--- config.mk ---
export PLATFORM = sky130hd
export DESIGN_NAME = ascii_recv_decode
export DESIGN_NICKNAME = d
export VERILOG_FILES = /design/src/rtl/ascii_recv_decode_pkg.sv /design/src/rtl/ascii_recv_decode.sv
export SDC_FILE = /design/constraint.sdc
export NUM_CORES = 1
export LEC_CHECK = 0
export ABC_AREA = 1
export CAP_MARGIN = 20
export CELL_PAD_IN_SITES_DETAIL_PLACEMENT = 0
export CELL_PAD_IN_SITES_GLOBAL_PLACEMENT = 1
export CORE_ASPECT_RATIO = 0.9
export CORE_MARGIN = 2
export CORE_UTILIZATION = 42
export CTS_BUF_LIST = sky130_fd_sc_hd__clkbuf_2 sky130_fd_sc_hd__clkbuf_4 sky130_fd_sc_hd__clkbuf_8
export DETAILED_ROUTE_END_ITERATION = 8
export GPL_TIMING_DRIVEN = 0
export PLACE_DENSITY_LB_ADDON = 0.1
export SKIP_CTS_REPAIR_TIMING = 1
export SLEW_MARGIN = 20
export SYNTH_ARGS = -nofsm -noshare
export SYNTH_HDL_FRONTEND = slang
export SYNTH_SLANG_ARGS = --single-unit
--- constraint.sdc ---
create_clock -name clk -period 2.85 [get_ports clk]
set_clock_uncertainty 0.05 [all_clocks]
set_input_delay 0.57 -clock clk [delete_from_list [all_inputs] [get_ports clk]]
set_output_delay 0.57 -clock clk [all_outputs]
set_load 0.02 [all_outputs]
--- src/rtl/ascii_recv_decode_pkg.sv ---
// Shared ASCII character codes, byte classes and decoder state encodings.
// The send-side logic imports the same definitions.
package ascii_recv_decode_pkg;

    localparam logic [7:0] ASCII_ZERO = 8'h30;
    localparam logic [7:0] ASCII_NINE = 8'h39;
    localparam logic [7:0] ASCII_CR   = 8'h0D;
    localparam logic [7:0] ASCII_LF   = 8'h0A;
    localparam logic [7:0] ASCII_ESC  = 8'h1B;

    typedef enum logic [1:0] {
        ST_IDLE    = 2'd0,
        ST_ACCUM   = 2'd1,
        ST_DISCARD = 2'd2
    } dec_state_t;

    typedef enum logic [1:0] {
        CLS_DIGIT = 2'd0,
        CLS_TERM  = 2'd1,
        CLS_ESC   = 2'd2,
        CLS_OTHER = 2'd3
    } byte_cls_t;

    // Map a received byte onto the class that drives the decoder FSM.
    function automatic byte_cls_t classify_byte(input logic [7:0] b);
        byte_cls_t cls;
        if (b >= ASCII_ZERO && b <= ASCII_NINE) begin
            cls = CLS_DIGIT;
        end else if (b == ASCII_CR || b == ASCII_LF) begin
            cls = CLS_TERM;
        end else if (b == ASCII_ESC) begin
            cls = CLS_ESC;
        end else begin
            cls = CLS_OTHER;
        end
        return cls;
    endfunction

endpackage

--- src/rtl/ascii_recv_decode.sv ---
// Decodes a stream of ASCII bytes from a UART receiver into unsigned decimal
// numbers terminated by CR or LF. Malformed or overlong numbers raise err and
// the rest of the line is discarded; ESC aborts the current line silently.
module ascii_recv_decode
    import ascii_recv_decode_pkg::*;
#(
    parameter int MAX_DIGITS = 4,
    parameter int VALUE_W    = 14
) (
    input  logic               clk,
    input  logic               reset,
    input  logic               rx_done,
    input  logic [7:0]         rx_data,
    output logic [VALUE_W-1:0] value,
    output logic               value_valid,
    output logic               err,
    output logic               busy
);

    localparam int CNT_W = $clog2(MAX_DIGITS + 1);
    localparam logic [CNT_W-1:0] CNT_MAX = CNT_W'(MAX_DIGITS);

    dec_state_t         state_q, state_d;
    logic [VALUE_W-1:0] acc_q, acc_d;
    logic [CNT_W-1:0]   cnt_q, cnt_d;
    logic [VALUE_W-1:0] value_q, value_d;
    logic               valid_q, valid_d;
    logic               err_q, err_d;

    byte_cls_t          cls;
    logic [VALUE_W-1:0] digit_ext;
    logic [VALUE_W-1:0] acc_times10_plus;

    // Inline byte classification and the shift-add multiply-by-ten step.
    always_comb begin
        cls              = classify_byte(rx_data);
        digit_ext        = VALUE_W'(rx_data[3:0]);
        acc_times10_plus = (acc_q << 3) + (acc_q << 1) + digit_ext;
    end

    // Next-state and pulse generation; only bytes qualified by rx_done act.
    always_comb begin
        state_d = state_q;
        acc_d   = acc_q;
        cnt_d   = cnt_q;
        value_d = value_q;
        valid_d = 1'b0;
        err_d   = 1'b0;
        if (rx_done) begin
            if (cls == CLS_ESC) begin
                state_d = ST_IDLE;
                acc_d   = '0;
                cnt_d   = '0;
            end else begin
                case (state_q)
                    ST_IDLE: begin
                        if (cls == CLS_DIGIT) begin
                            acc_d   = digit_ext;
                            cnt_d   = CNT_W'(1);
                            state_d = ST_ACCUM;
                        end else if (cls == CLS_OTHER) begin
                            err_d   = 1'b1;
                            acc_d   = '0;
                            cnt_d   = '0;
                            state_d = ST_DISCARD;
                        end
                    end
                    ST_ACCUM: begin
                        if (cls == CLS_DIGIT) begin
                            if (cnt_q < CNT_MAX) begin
                                acc_d = acc_times10_plus;
                                cnt_d = cnt_q + CNT_W'(1);
                            end else begin
                                err_d   = 1'b1;
                                acc_d   = '0;
                                cnt_d   = '0;
                                state_d = ST_DISCARD;
                            end
                        end else if (cls == CLS_TERM) begin
                            value_d = acc_q;
                            valid_d = 1'b1;
                            acc_d   = '0;
                            cnt_d   = '0;
                            state_d = ST_IDLE;
                        end else begin
                            err_d   = 1'b1;
                            acc_d   = '0;
                            cnt_d   = '0;
                            state_d = ST_DISCARD;
                        end
                    end
                    ST_DISCARD: begin
                        if (cls == CLS_TERM) begin
                            state_d = ST_IDLE;
                        end
                    end
                    default: begin
                        state_d = ST_IDLE;
                        acc_d   = '0;
                        cnt_d   = '0;
                    end
                endcase
            end
        end
    end

    // State and output registers; reset wins over any concurrent byte.
    always_ff @(posedge clk) begin
        if (reset) begin
            state_q <= ST_IDLE;
            acc_q   <= '0;
            cnt_q   <= '0;
            value_q <= '0;
            valid_q <= 1'b0;
            err_q   <= 1'b0;
        end else begin
            state_q <= state_d;
            acc_q   <= acc_d;
            cnt_q   <= cnt_d;
            value_q <= value_d;
            valid_q <= valid_d;
            err_q   <= err_d;
        end
    end

    assign value       = value_q;
    assign value_valid = valid_q;
    assign err         = err_q;
    assign busy        = (state_q != ST_IDLE);

endmodule
=== Word-level counts from Yosys, hierarchy flattened ===
Index checks and enable logic that the tools add are counted.

* Muxes and demuxes: 30
* Reduce and logical (&&, ||, !) cells: 10
* Order comparisons: 3
* Bitwise logic cells: 4
* Add/sub/neg operators: 3
* Equal/unequal tests: 12

{| class="wikitable"
|+ Operators by type and width
! operator !! count
|-
| $mux W14 || 5
|-
| $pmux W14 S3 || 1
|-
| $mux W2 || 9
|-
| $eq A8 B4 Y1 const B || 2
|-
| $mux W3 || 5
|-
| $add A14 B14 Y14 || 1
|-
| $add A14 B4 Y14 || 1
|-
| $pmux W3 S3 || 1
|-
| $eq A8 B5 Y1 const B || 1
|-
| $ge A8 B6 Y1 const B || 1
|-
| $le A8 B6 Y1 const B || 1
|-
| $ne A4 B4 Y1 const B || 2
|-
| $mux W1 || 7
|-
| $eq A2 B2 Y1 const B || 3
|-
| $pmux W2 S3 || 1
|-
| $reduce_and A5 Y1 || 1
|-
| $reduce_or A5 Y1 || 1
|-
| $eq A2 B1 Y1 const B || 2
|-
| $logic_not A2 Y1 || 2
|-
| $not A1 Y1 || 4
|-
| $reduce_and A4 Y1 || 1
|-
| $add A3 B1 Y3 const B || 1
|-
| $lt A3 B3 Y1 const B || 1
|-
| $ne A3 B3 Y1 const B || 1
|-
| 7 further kinds || 7
|}

* Logic and storage cells: 68
* Output and inout port bits: 17
* Input bits: 11
* Bits in registers: 35

=== Depth between registers and ports, before layout ===
* Word-level depth: 9
* Depth in mapped cells: 16
* Depth with buffers taken out: 16

=== Worst setup path before layout ===
OpenSTA, ideal clock, no wires.

* Path type: input to register
* Start point: in rx_data[7]
* End point: reg cnt_q[0]
* Arrival: 2.300 ns
* Path buffers: 2
* Cell stages on the path: 13
* Data required time: 2.730 ns
* Setup slack: 0.431 ns
* Setup time: 0.070 ns
* Cell sequence: nor2_2 nand4_2 and2_4 buf_6 buf_4 inv_1 ha_1 inv_1 nor3_2 nor2_1 nor3_1 o21ai_0 a21oi_1

* Word-level cells in the longest chain between the ends: 8
* Elaborated cells on any way between the ends: 20
* Classes of those cells: 2 x order compare; 7 x eq/ne; 7 x mux; 4 x reduce/logical

{| class="wikitable"
|+ RTL lines
! what !! RTL line !! text
|-
| from (decl) || ascii_recv_decode.sv:13 || <nowiki>input logic [7:0] rx_data,</nowiki>
|-
| branches (longest 3 deep; another with $ge A8 B6 Y1) || -- ||
|-
| $mux W2 * || ascii_recv_decode_pkg.sv:27 || <nowiki>if (b >= ASCII_ZERO && b <= ASCII_NINE) begin</nowiki>
|-
| $logic_not A2 Y1 || ascii_recv_decode.sv:57, ascii_recv_decode.sv:69 ||
|-
| $mux W3, on equally long branches || ascii_recv_decode.sv:69, ascii_recv_decode.sv:57 ||
|-
| $pmux W3 S3 || ascii_recv_decode.sv:55 || <nowiki>case (state_q)</nowiki>
|-
| $mux W3 || ascii_recv_decode.sv:50 || <nowiki>if (cls == CLS_ESC) begin</nowiki>
|-
| to (signal assigned) || ascii_recv_decode.sv:119 || <nowiki>cnt_q <= cnt_d;</nowiki>
|-
| to (decl) || ascii_recv_decode.sv:25 || <nowiki>logic [CNT_W-1:0] cnt_q, cnt_d;</nowiki>
|}

Mark *: on every way between the ends.
A chain may end at the register's enable or synchronous reset.

=== Worst setup path after layout ===
* Start point: in rx_data[7]
* End point: reg acc_q[1]

* Word-level cells in the longest chain between the ends: 8
* Elaborated cells on any way between the ends: 20
* Classes of those cells: 2 x order compare; 7 x eq/ne; 7 x mux; 4 x reduce/logical

{| class="wikitable"
|+ RTL lines
! what !! RTL line !! text
|-
| branches (longest 3 deep; another with $ge A8 B6 Y1) || -- ||
|-
| $mux W2 * || ascii_recv_decode_pkg.sv:27 ||
|-
| $logic_not A2 Y1 || ascii_recv_decode.sv:57, ascii_recv_decode.sv:69 ||
|-
| $mux W14, on equally long branches || ascii_recv_decode.sv:69, ascii_recv_decode.sv:57 ||
|-
| $pmux W14 S3 || ascii_recv_decode.sv:55 ||
|-
| $mux W14 || ascii_recv_decode.sv:50 ||
|-
| to (signal assigned) || ascii_recv_decode.sv:111 || <nowiki>acc_q <= '0;</nowiki>
|-
| to (signal assigned) || ascii_recv_decode.sv:118 || <nowiki>acc_q <= acc_d;</nowiki>
|-
| to (decl) || ascii_recv_decode.sv:24 || <nowiki>logic [VALUE_W-1:0] acc_q, acc_d;</nowiki>
|}

Marks and branches as above.

==> flow_summary.ini <==
[final_layout]
layout-area-overhead-vs-synth_pct = 21.18
drive_above_1_share_pct = 12.41
nets = 468
stdcell_area_mm2 = 0.003157
diodes = 0
final.fill_count = 624

[drt]
drc = 0
wire_per_inst_um = 12.52
wirelength_um = 6247
drtIter0Drc = 133
postRouteAntennaNets = 0
vias = 2431
firstDrtPassIters = 4
vias_per_cell = 4.872

[grt]
grt-ovfl-total = 0
grt_pass1_vias = 2126
grt_use_total_pct = 18.81
antenna_found_initial = 0
grt_pass1_wl_um = 10180
grt_max_degree = 13

[critical_path]
crit_path_end_kind = flop
start_kind = input pin
r2r_end = acc_q[8]
r2r_start = acc_q[0]
cp.required_ps = 3020
crit_top_cell = buf_6
crit_slowest_cell = clkdlybuf4s50_1
critical_path.cell_chain = clkdlybuf4s50_1 -> nor2_2 -> nand3_2 -> and2_4 -> buf_6 -> buf_6 -> inv_4 -> ha_4 -> clkinvlp_4 -> nor3_4 -> buf_4 -> a22oi_1 -> nor2_1 -> nand2_1 -> a21oi_1
crit_type = in -> reg
crit_path_max_fanout = 12
reg2regPathDepth = 11
crit_arrival_ps = 2880
critPathMaxStageDelay_ps = 410
rrSetupSlack_ps = 520

[floorplan]
fp.dieArea_mm2 = 0.006849
die_h_um = 78.72
rows = 27
core_area_mm2 = 0.006047
die_w_um = 87.02
pin_count = 28
initial_core_util_pct = 43.08

[synthesis]
synth_flop_cell = dfxtp_1
syn-num-nets = 433
syn_inst = 391
yosysSeqAreaShare_pct = 26.90
synth_edf_count = 0
synth_seq_cells = 35
synthDistinctLibCells = 36
mappedNetlistArea_mm2 = 0.002605
synthArstFlopShare_pct = 0
syn_avg_cell_area_um2 = 6.662
synth_warnings = 0

[sta]
max_freq_ghz = 0.3679
setup_viol = 0
max_slew.worst_pin.slew_ps = 492.4
fin_hold_ws_ps = 408.6
fin_crit_sh_pct = 95.38
slew_violations = 0
slew_headroom_pct = 67.17
finalHoldViolCount = 0
period_minus_slack_ps = 2718

[pwr]
swShare_pct = 29.75
switchingPower_mw = 0.3568
power.density_mw_per_mm2 = 379.9
peakVddDrop_v = 0.0002944
p_clk_share_pct = 33.8
p_comb_share_pct = 21.7
seqPwrFrac_pct = 44.5
power.leakage_nw = 1.547
p_int_mw = 0.8424

[cts]
numCtsBuffers = 5
clk_pin_slew_ps = 70
cts_sinks = 35
htreeDepth = 2
cts_tree = done
cts.path.max_buffers = 2
worstSkewPairLatency_ps = 290
clockRootBuffer = clkbuf_8

[place]
place_hpwl_um = 4925
gp_congestion = 0.8330
place_area_mm2 = 0.002955
place.port_buffers = 26

[hold_path]
min_path_cells = 2
worstHoldStart = value[11]
hp-class = reg -> reg
whs_endpoint = value[11]

[outcome]
status = finished, final reports clean

[flow_run]
maxCapViolations = 0
## power groups by stage
stage / Combinational, mW / Sequential (mW) / Clock [mW]
final: 0.260 / 0.534 / 0.406
after global routing: 0.299 / 0.536 / 0.437
after CTS: 0.256 / 0.533 / 0.423
after detailed placement: 0.255 / 0.544 / 0
after floorplan: 0.186 / 0.538 / 0
after global placement: 0.253 / 0.544 / 0
## state kept, by name, summed over array words and instances (netlist names)
| signal | flops |
|---|---|
| value | 14 |
| value_valid | 1 |
| cnt_q | 3 |
| state_q | 2 |
| acc_q | 14 |
| err | 1 |
## Yosys cell counts, types with 2 or more instances
cell type	number	area (µm²)
inv_2	6	22.52
o22ai_1	2	12.51
nand2_2	2	12.51
buf_2	3	15.01
or2_2	2	12.51
nor2_1	32	120.1
inv_1	55	206.5
fa_1	2	40.04
a21oi_2	2	17.52
nor2_4	2	22.52
nor3_1	4	20.02
buf_4	2	15.01
nand2_1	114	427.9
nor2_2	3	18.77
nand3_2	3	30.03
nand4_1	3	18.77
ha_1	29	362.9
a22oi_1	2	15.01
dfxtp_1	35	700.7
nand3_1	36	180.2
clkbuf_1	2	7.510
xnor2_1	2	17.52
a21oi_1	35	175.2
## per-stage QoR
stage,utilization (%),setup TNS [ps],power [mW],instances,worst slack (ps)
floorplan,-,0,0.7245,391,430.7
global placement,48.87,-7607,0.7977,489,-392.3
detailed placement,48.87,-8259,0.7987,489,-442.2
CTS,50.59,-1321,1.212,497,-142.2
global route,52.20,-10.24,1.273,499,-10.24
finish,52.20,0,1.199,499,131.7
## layout make-up
cell class	instances	area, µm²	area share [%]
plain buffers	9	70.07	2.220
well taps	72	90.09	2.854
repair buffers	28	287.8	9.116
inverters	61	235.2	7.451
multi-input cells	286	1669	52.87
clock buffers	8	103.9	3.290
flip-flops and latches	35	700.7	22.20
## metal layers
layer	share of wire, %	vias up	global-route usage [%]
li1	-	1318	-
met1	48	1071	24.97
met2	47	36	31.37
met3	3.6	6	3.222
met4	1.0	0	5.156
met5	0	-	0
## cell families after synthesis
| kind of cell | count (synthesis) | share of synthesized area [%] |
|---|---|---|
| AO/OA/AOI/OAI | 46 | 9.654 |
| XOR/XNOR | 2 | 0.6726 |
| flip-flops | 35 | 26.90 |
| adder cells (fa/ha/maj) | 31 | 15.47 |
| buffers and inverters | 70 | 11.24 |
| AND/OR/NAND/NOR | 207 | 36.07 |
## how the worst max path moves through the flow
| stage | startpoint | end | slack (ps) |
|---|---|---|---|
| floorplan | rx_data[7] | cnt_q[0] | 430 |
| global placement | rx_data[2] | acc_q[8] | -390 |
| detailed placement | rx_data[2] | cnt_q[0] | -440 |
| CTS | rx_data[2] | cnt_q[0] | -140 |
| global route | rx_data[7] | acc_q[1] | -10 |
| finish | rx_data[7] | acc_q[1] | 130 |
## critical path: cells and delay by family
family	cells	cell delay (ps)
and+or+nand+nor	6	900
buffers and inverters	6	1070
adders and majority gates	1	160
AOI/OAI and AO/OA	2	190
## placed cells by master, fill, tap and decap left out, types with 5 or more instances in the layout
cell type / count
a21oi_1: 34
clkbuf_8: 7
clkdlybuf4s50_1: 21
dfxtp_1: 35
dlymetal6s2s_1: 5
ha_1: 27
inv_1: 52
inv_2: 7
nand2_1: 113
nand3_1: 35
nor2_1: 31
(Power assumes the default switching activity.)
==> patch 1: new RTL, same flow settings <==
Put one more register stage on the output `err`, with the module's reset. The value now appears one clock later. The other outputs are not delayed to match.
--- a/src/rtl/ascii_recv_decode.sv
+++ b/src/rtl/ascii_recv_decode.sv
@@ -127,3 +127,9 @@
     assign value_valid = valid_q;
-    assign err         = err_q;
+    always_ff @(posedge clk) begin
+        if (reset) begin
+            err <= '0;
+        end else begin
+            err <= err_q;
+        end
+    end
     assign busy        = (state_q != ST_IDLE);
Formal check against the unedited RTL: not equivalent (Yosys sat finds a counterexample within 4 cycles, from zero or initial values and one cycle with reset high).
==> patch 1 against the original RTL <==
Count of clock-buffer cells in the layout fell by 1; final area rose by 1.7%; total power fell by 1.1%; cell count rose by 0.80%; worst setup slack got worse by 29 ps; synthesized area rose by 0.91%; sequential cell count rose by 1; routed wire length rose by 3.1%.
==> patch 1: results (changes against the original RTL) <==
Final layout
  • NumNets Final: 473 (+1.1%)
  • Antenna Cells: 0 (unchanged)
  • Non-Filler Instances: 503 (+0.80%)
  • Fill cells: 618 (-0.96%)
  • Layout cells sized above 1: 12.5% (+0.12 points)

Global route
  • Vias in the first global route: 2,198 (+3.4%)
  • Largest net degree at the start of global routing: 13 (unchanged)
  • Met2 GRT Util: 26.9% (-4.5 points)
  • Met3 GRT Util: 3.12% (-0.10 points)
  • First-pass GRT wire length: 10,400 um (+2.4%)
  • Met1 GRT Util: 30.4% (+5.4 points)
  • Gr usage total: 19.3% (+0.54 points)

Synth
  • Post-synth top area share: 27.4% (+0.52 points)
  • Register area share after synthesis: 27.4% (+0.52 points)
  • Count of cell types in the netlist: 34 (-5.6%)
  • Top_reg_cell synth: dfxtp_1
  • Post-Synthesis Cells: 392 (+0.26%)
  • Post-synth net total: 434 (+0.23%)
  • Yosys Warn Count: 0 (unchanged)
  • Leading cell types by count after synthesis: nand2_1 (114), inv_1 (55), nand3_1 (38)
  • Ranking of synthesized cells by area: dfxtp_1 (27%), nand2_1 (16%), ha_1 (14%)

Placement
  • DP Worst Slack: -493 ps (-51.2 ps)
  • Placed instance area: 2990 um2 (+1.1%)
  • Placed insts: 491 (+0.41%)
  • Port Buf Inserts: 27 (+3.8%)
  • HPWL Detailed: 5050 um (+2.5%)
  • Gpl congestion: 0.877 (+5.3%)

Setup path
  • Max incr delay on CP: 550 ps (+140 ps)
  • Delay-heaviest family, CP: adder cells
  • CP max FO: 3 (-9)
  • Crit path max-delay cell type: fa_1

Detailed routing
  • Starting DRT DRC Count: 167 (+26%)
  • Avg WL per Cell: 12.8 um (+2.3%)
  • Vias per cell: 4.98 (+2.1%)

Outcome
  • Run status: completed

Power
  • Switch share: 29.2% (-0.52 points)
  • Leak Pwr: 1.53 nW (-1.2%)
  • VDD IR max: 0.142 mV (-52%)

STA
  • Worst Max-Slew Pin Slew: 583 ps (+90.4 ps)

Clocking
  • Total CTS buffers: 5 (unchanged)
[patch 1: power by group through the flow]
stage	Combinational, mW	Sequential, mW	Clock [mW]
3_3_place_gp	0.239	0.554	0
6_report	0.256	0.544	0.387
4_1_cts	0.241	0.543	0.395
3_5_place_dp	0.240	0.555	0
2_1_floorplan	0.173	0.548	0
5_1_grt	0.289	0.546	0.414
[patch 1: worst reg2reg max path: stages (launching register included)]
cell     delay (ps)
dfxtp_1         420
inv_1            90
fa_1            610
fa_2            240
inv_1            60
nand3_1          60
nand3_1         130
nand2_1          90
nand2_1          80
or2_2           290
a21oi_1         150
nor2_1           50
[patch 1: per-stage QoR]
| stage | TNS [ps] | total power [mW] |
|---|---|---|
| floorplan | 0 | 0.721 |
| global placement | -7240 | 0.794 |
| detailed placement | -7560 | 0.795 |
| CTS | -1050 | 1.18 |
| global route | -78.6 | 1.25 |
| finish | 0 | 1.19 |
[patch 1: kinds of logic (layout without fill, tap and decap cells)]
| logic type | count (synthesis) | count (layout) | share of synthesized area, % |
|---|---|---|---|
| fa+ha+maj | 31 | 31 | 15.3 |
| simple gates | 204 | 205 | 34.5 |
| xor+xnor | 3 | 3 | 1.00 |
| flops | 36 | 36 | 27.4 |
| compound gates | 47 | 47 | 9.90 |
| buf+inv | 71 | 109 | 11.9 |
[patch 1: layout make-up]
type | count | area (um2) | area share, %
tap | 72 | 90.1 | 2.80
multi-input combinational | 286 | 1690 | 52.5
clock buffer | 7 | 96.3 | 3.00
inverter | 61 | 229 | 7.13
sequential | 36 | 721 | 22.4
buffer | 10 | 87.6 | 2.73
timing repair buffer | 31 | 303 | 9.43
[patch 1: final timing paths]
kind,slack (ps),from,depth (start not counted),end
hold reg to reg,360,err_q,2,err
setup / recovery,100,rx_data[3],12,acc_q[8]
hold / removal,360,err_q,2,err
setup reg to reg,420,acc_q[2],11,acc_q[8]
[patch 1: routing by layer]
layer / wire (um) / part of all wire, %
met2: 2620 / 41
met4: 78 / 1.2
met5: 0 / 0
met3: 330 / 5.1
met1: 3410 / 53
==> patch 2: new RTL, config.mk and constraints unchanged <==
Without the edit above. `MAX_DIGITS`: 4 -> 8.
--- a/src/rtl/ascii_recv_decode.sv
+++ b/src/rtl/ascii_recv_decode.sv
@@ -6,3 +6,3 @@
 #(
-    parameter int MAX_DIGITS = 4,
+    parameter int MAX_DIGITS = 8,
     parameter int VALUE_W    = 14
Function: same outputs for any inputs over 4 cycles, from zero or initial values and one cycle with reset high; that may be too few to reach the edited logic, so the function may still have changed.
==> patch 2 against the original RTL <==
Worst setup slack got worse by 55 ps; routed wire length rose by 5.8%; final area rose by 3.1%; cell count grew 2.6%; global-route usage grew 0.50 points; total power is 5.5% higher; synthesized area up 1.2%; sequential cell count rose by 1; critical path type unchanged.
==> patch 2: results (changes against the original RTL) <==
Synth
  • Post-synth net total: 443 (+2.3%)
  • Post-Synthesis Cells: 401 (+2.6%)
  • Post-synth top area share: 27.3% (+0.43 points)
  • Ranking of synthesized cells by area: dfxtp_1 (27%), nand2_1 (17%), ha_1 (14%)
  • Leading cell types by count after synthesis: nand2_1 (119), inv_1 (56), a21oi_1 (38), nand3_1 (38), dfxtp_1 (36)

Detailed routing
  • WL met2: 2690 um (-8.9%)
  • M1 wire length: 3580 um (+19%)
  • Via count: 2,517 (+3.5%)
  • Metal3 WL: 244 um (+8.9%)
  • Starting DRT DRC Count: 139 (+4.5%)
  • Avg WL per Cell: 12.9 um (+3.2%)

Placement
  • Placed instance area: 2990 um2 (+1.1%)
  • DP Worst Slack: -477 ps (-34.7 ps)
  • Placed insts: 499 (+2.0%)
  • HPWL Detailed: 5090 um (+3.3%)

Outcome
  • Run status: completed

Global route
  • First-pass GRT wire length: 10,500 um (+3.2%)
  • Gr usage total: 19.3% (+0.50 points)
  • Vias in the first global route: 2,179 (+2.5%)

Power
  • VDD IR max: 0.197 mV (-33%)
  • Leak Pwr: 1.60 nW (+3.2%)
  • NetSw: 0.394 mW (+10%)

STA
  • Fin crit period: 2770 ps (+55.1 ps)
  • Worst Max-Slew Pin Slew: 431 ps (-61.2 ps)

Setup path
  • Critical Path End: acc_q[2]
  • Max incr delay on CP: 450 ps (+40 ps)
  • R2r setup slk: 490 ps (-30 ps)

Final layout
  • NumNets Final: 482 (+3.0%)
patch 2: cell types whose count changed in the layout (fill, tap and decap cells not counted), moves of 2 or more:
cell,delta
nand2_2,-2
nor2_2,-2
nand4_1,+4
o21ai_0,+3
a21oi_1,+4
buf_6,+3
nand3_2,-2
a21oi_2,-2
inv_1,+2
nor3_1,+2
nand2_1,+6
buf_12,+2
patch 2: worst min-delay path by stage:
stage | from | to | cells past startpoint
6_report | value[2] | value[2] | 2
5_1_grt | value[3] | value[3] | 2
4_1_cts | value[2] | value[2] | 2
3_5_place_dp | value[4] | value[4] | 2
3_3_place_gp | value[4] | value[4] | 2
2_1_floorplan | acc_q[13] | value[13] | 2
patch 2: per-stage QoR:
step	hold WS [ps]	setup TNS, ps
after floorplan	411	0
after detailed placement	399	-9220
final	407	0
after CTS	410	-1200
after global placement	396	-9550
after global routing	432	-350
patch 2: logic make-up after synthesis:
logic type               count (synthesis)  synth area share [%]
AND/OR/NAND/NOR                        210                  34.6
buffers and inverters                   73                  12.2
AO/OA/AOI/OAI                           48                  9.63
flip-flops                              36                  27.3
adder cells (fa/ha/maj)                 31                  15.3
XOR/XNOR                                 3                 0.996
patch 2: layout make-up:
cell class              count  area (um2)  share of cell area, %
plain buffers              11         106                   3.27
clock buffers               7        96.3                   2.96
inverters                  62         235                   7.23
multi-input cells         292        1660                   51.2
flip-flops and latches     36         721                   22.2
well taps                  72        90.1                   2.77
repair buffers             32         340                   10.5
patch 2: power by group through the flow:
stage / Combinational (mW) / Sequential, mW / Clock [mW]
2_1_floorplan: 0.205 / 0.558 / 0
3_3_place_gp: 0.274 / 0.567 / 0
3_5_place_dp: 0.278 / 0.567 / 0
4_1_cts: 0.279 / 0.555 / 0.408
5_1_grt: 0.351 / 0.559 / 0.422
6_report: 0.308 / 0.556 / 0.402
patch 2: per-layer routing:
layer  up-vias  GRT usage (%)
met4         0           5.08
met5         -              0
met3         7           2.91
met1      1103           30.6
li1       1358              -
met2        49           26.6
patch 2: worst min-delay path: stages, from the launching register on:
cell and delay (ps):
dfxtp_1 310, nand2_1 60, a21oi_1 50
